$ cat config.mk
export PLATFORM = sky130hd
export DESIGN_NAME = powlib_busresp
export DESIGN_NICKNAME = d
export VERILOG_FILES = /design/src/rtl/powlib_busresp.sv
export SDC_FILE = /design/constraint.sdc
export NUM_CORES = 2
export LEC_CHECK = 0
export CORE_UTILIZATION = 66
export CTS_BUF_LIST = sky130_fd_sc_hd__clkbuf_4 sky130_fd_sc_hd__clkbuf_8
export DETAILED_ROUTE_END_ITERATION = 10
export DONT_BUFFER_PORTS = 1
export PLACE_DENSITY = 0.79
export SLEW_MARGIN = 0
export SYNTH_ARGS = -nofsm -noshare
export SYNTH_HDL_FRONTEND = slang
export SYNTH_SLANG_ARGS = --single-unit
$ cat constraint.sdc
create_clock -name clk -period 4.1 [get_ports clk]
set_clock_uncertainty 0.05 [all_clocks]
set_input_delay 0.41 -clock clk [delete_from_list [all_inputs] [get_ports clk]]
set_output_delay 0.41 -clock clk [all_outputs]
set_load 0.05 [all_outputs]
$ cat src/rtl/powlib_busresp.sv
// powlib_busresp: windowed bus responder. Writes land in a small memory, reads
// return a word to a caller-supplied address, and other offsets are counted as errors.
`default_nettype none

module powlib_busresp #(
    parameter int              B_AW   = 16,
    parameter int              B_DW   = 32,
    parameter logic [B_AW-1:0] B_BASE = 16'h2000,
    parameter int              MAW    = 6,
    parameter                  ID     = "BUSRESP"
) (
    input  logic            clk,
    input  logic            rst,
    input  logic [B_DW-1:0] rddata,
    input  logic [B_AW-1:0] rdaddr,
    input  logic            rdvld,
    output logic            rdrdy,
    output logic [B_DW-1:0] wrdata,
    output logic [B_AW-1:0] wraddr,
    output logic            wrvld,
    input  logic            wrrdy,
    output logic [7:0]      errcnt
);

    localparam logic [1:0] IDLE = 2'd0;
    localparam logic [1:0] RD   = 2'd1;
    localparam logic [1:0] RESP = 2'd2;

    if (B_DW < B_AW) begin : g_bad_width
        $error("%s: B_DW must be at least B_AW", ID);
    end

    logic [1:0]      state;
    logic [1:0]      state_nxt;
    logic [B_AW-1:0] offset;
    logic [B_AW-1:0] offset_hi;
    logic            accept;
    logic            is_wr;
    logic            is_rd;
    logic            is_drop;
    logic [MAW-1:0]  rd_idx;
    logic [B_AW-1:0] ret_addr;
    logic [B_DW-1:0] mem [2**MAW];

    // Unsigned wrap-around: addresses below the base land far above the window.
    assign offset    = rdaddr - B_BASE;
    assign offset_hi = offset >> MAW;
    assign is_wr     = (offset_hi == '0);
    assign is_rd     = (offset_hi == B_AW'(1));
    assign is_drop   = !is_wr && !is_rd;
    assign accept    = rdvld && rdrdy;

    always_ff @(posedge clk) begin
        if (!rst) begin
            state <= IDLE;
        end else begin
            state <= state_nxt;
        end
    end

    always_comb begin
        state_nxt = state;
        case (state)
            IDLE:    if (accept && is_rd) state_nxt = RD;
            RD:      state_nxt = RESP;
            RESP:    if (wrrdy) state_nxt = IDLE;
            default: state_nxt = IDLE;
        endcase
    end

    always_comb begin
        rdrdy = rst && (state == IDLE);
    end

    // Memory and read context carry no reset; contents survive a reset pulse.
    always_ff @(posedge clk) begin
        if (accept && is_wr) begin
            mem[offset[MAW-1:0]] <= rddata;
        end
        if (accept && is_rd) begin
            rd_idx   <= offset[MAW-1:0];
            ret_addr <= rddata[B_AW-1:0];
        end
    end

    always_ff @(posedge clk) begin
        if (!rst) begin
            wrvld  <= 1'b0;
            wrdata <= '0;
            wraddr <= '0;
            errcnt <= 8'd0;
        end else begin
            if (state == RD) begin
                wrdata <= mem[rd_idx];
                wraddr <= ret_addr;
                wrvld  <= 1'b1;
            end else if (state == RESP && wrrdy) begin
                wrvld  <= 1'b0;
            end
            if (accept && is_drop && errcnt != 8'hFF) begin
                errcnt <= errcnt + 8'd1;
            end
        end
    end

endmodule

`default_nettype wire

==> results_dict.tcl <==
set metrics [dict create \
    status "completed" \
    vdd_drop_max_uv 378 \
    grt_pass1_vias 42700 \
    end_kind "register" \
    dp_hpwl_mm 114 \
    setup_viol 0 \
    die_h_um 353 \
    critPathArrivalTime_ps 4480 \
    antenna_found_initial 10 \
    grt_remaining_overflow 0 \
    avgRoutedWirePerCell_um 33.8 \
    io_pins 110 \
    synth_seq_area_share_pct 77.8 \
    fin_crit_sh_pct 87.3 \
    cts_buffer_depth 4 \
    relSlewSlack_pct 21.2 \
    criticalPathCategory "reg -> reg" \
    yosys_warnings 0 \
    syn_avg_cell_area_um2 21.1 \
    clk_pin_slew_ps 70 \
    area_growth_pct 13.8 \
    drt_wl_total_mm 207 \
    synth_top_area_share_pct 76.3 \
    drt_first_pass_iters 6 \
    antenna_left 0 \
    ys.flop_type "edfxtp_1" \
    cap_violations 0 \
    start_util_pct 66.7 \
    cp_data_required_time_ps 5000 \
    ys_ff_latch 2129 \
    syn_nets 3920 \
    drive_gt1_share_pct 26.5 \
    grt_use_met3_pct 9.30 \
    yosys.area.top_type "edfxtp_1" \
    port_buffers 0 \
    fill_cells 6155 \
    r2r_slack_ps 520 \
    crit_top_cell "a22oi_1" \
    core_region_area_um2 122000 \
    worstSetupStartpointType "register" \
    grt_pass1_wl_mm 295 \
    use_met1_pct 46.1 \
    vias 42700 \
    insertion_delay_ps 1040 \
    crit_path_max_incr_delay_ps 890 \
    cts_buffers 333 \
    grtUsageTotal_pct 33.6 \
    drc 0 \
    synth_area_um2 81400 \
    via_per_inst 6.98 \
    grt.busiest_layer "met2" \
    synth_cell_types 55 \
    tns_ps 0 \
    crit_fanout 40 \
    critPathBufInv 2 \
    ctsResizeCount 0 \
    drv_slew 0 \
    root_buffer "clkbuf_8" \
    timing.fmax_mhz 279 \
    ctsHtreeMaxLevel 5 \
    rsz0062_at_grt "no" \
    row_count 128 \
    gp_congestion 0.850 \
    crit_chain "buf_12, buf_4, mux2i_1, a22oi_1, a21oi_1, nor4_1, a22oi_1, o31ai_1" \
    powerDensity_nw_per_um2 449 \
    dpl_cell_area_um2 85000 \
    async_flop_share_pct 0 \
    die_w_um 353 \
    fin_nets 4294 \
    final_common_cell "edfxtp_1" \
    slowest_stage "edfxtp_1" \
    hold_violations 0 \
    met2_usage_pct 51.5 \
    drt_iter0_drc 6392 \
    cts.sinks 2129 \
    worst_pin_slew_ps 1170 \
    final_cell_mix "edfxtp_1 (2070), mux2i_1 (378), mux4_2 (376), clkbuf_8 (348)" \
    hold_path_class "in -> reg" \
    layout_min_cycle_time_ps 3580 \
    dieArea_um2 125000 \
    p_leak_uw 0.0301 \
    grt_max_degree 84 \
    cts_tree "yes" \
    finalInstanceArea_um2 92700 \
    synth_area_leaders "edfxtp_1 (76%), mux4_2 (10%), mux2i_1 (4.6%)" \
    cp_top_family "buffers and inverters" \
    synth_enable_flop_cells 2070 \
    syn_inst 3866 \
]
through the flow:
stage | power (uW) | setup slack [ps] | cells | hold WS [ps] | util, %
after floorplan | 24400 | 123 | 3866 | 446 | -
after global placement | 24400 | 577 | 5451 | 452 | 69.6
after detailed placement | 24400 | 551 | 5451 | 461 | 69.6
after CTS | 41700 | 535 | 6108 | 6.99 | 75.9
after global routing | 42700 | 477 | 6110 | 52.5 | 75.9
final | 41600 | 522 | 6114 | 84.8 | 75.9
Yosys cell counts (4+ instances only):
master        n
edfxtp_1   2070
mux2i_1     378
mux4_2      376
nor2_1      136
o22ai_1      94
clkbuf_1     88
nand2_1      82
a21oi_1      70
a22oi_1      60
dfxtp_1      59
o221ai_1     59
buf_2        52
buf_4        48
a21boi_0     19
a31oi_1      19
o21a_1       19
buf_1        18
a311oi_1     17
buf_6        17
o31ai_1      17
nand3_1      14
a221oi_1     13
nor3b_1      12
a2bb2oi_1    10
o21ai_1      10
nor2b_1       9
nor4_1        9
o311ai_1      9
a211oi_1      8
and2_1        8
inv_1         7
nor3_1        7
a221oi_2      6
nand3b_1      4
or3_1         4
worst register-to-register path: stages, from the launching register on:
cell and delay, ps:
edfxtp_1 890, buf_12 330, buf_4 640, mux2i_1 180
a22oi_1 290, a21oi_1 130, nor4_1 690, a22oi_1 200
o31ai_1 130
path summary, 6_finish.rpt:
kind,from,cells after the start,end
worst min-delay path,rdaddr[1],4,mem[51][14]
worst max register to register,rd_idx[2],8,wrdata[25]
worst min register to register,ret_addr[13],2,wraddr[13]
worst max-delay path,rd_idx[2],8,wrdata[25]
repair_timing:
action                    in CTS  in global routing
hold buffers                  79                  0
setup buffers                  0                  0
hold endpoints to repair    2202                  0
flip-flops by register name, indices dropped and copies added, names as in the netlist:
register  count
wrdata       32
rd_idx        6
mem        2048
ret_addr     16
wrvld         1
wraddr       16
state         2
errcnt        8
cells by family (layout without fill, tap and decap cells):
| kind of cell | after synthesis | after routing | synth area share (%) |
|---|---|---|---|
| fa+ha+maj | 2 | 2 | 0.0307 |
| compound gates | 441 | 441 | 3.87 |
| mux | 758 | 758 | 15.1 |
| buf+inv | 233 | 850 | 1.53 |
| other cells | 0 | 6 | 0 |
| simple gates | 297 | 297 | 1.61 |
| xor+xnor | 6 | 6 | 0.0645 |
| flops | 2129 | 2129 | 77.8 |
routing by layer:
metal  vias to the layer above  wire (um)
met5                         -         43
met3                       568      27900
met2                      3407      97400
li1                      17000          -
met4                         6       9540
met1                     21700      71700
cell type report:
type | count | area, um2 | share of cell area, %
Antenna cell | 6 | 15.0 | 0.0162
Clock buffer | 466 | 5680 | 6.12
Clock inverter | 112 | 641 | 0.691
Inverter | 9 | 38.8 | 0.0419
Multi-Input combinational cell | 1504 | 17400 | 18.7
Sequential cell | 2129 | 63300 | 68.4
Tap cell | 1625 | 2030 | 2.19
Timing Repair Buffer | 263 | 3560 | 3.84
where the power goes:
group	switching, uW	total [uW]	internal (uW)	leakage [uW]
clock network	7930	17200	9270	0.00337
logic	433	567	133	0.00766
registers	6.92	23900	23800	0.0191
total	8370	41600	33300	0.0301
(Power assumes the default switching activity.)
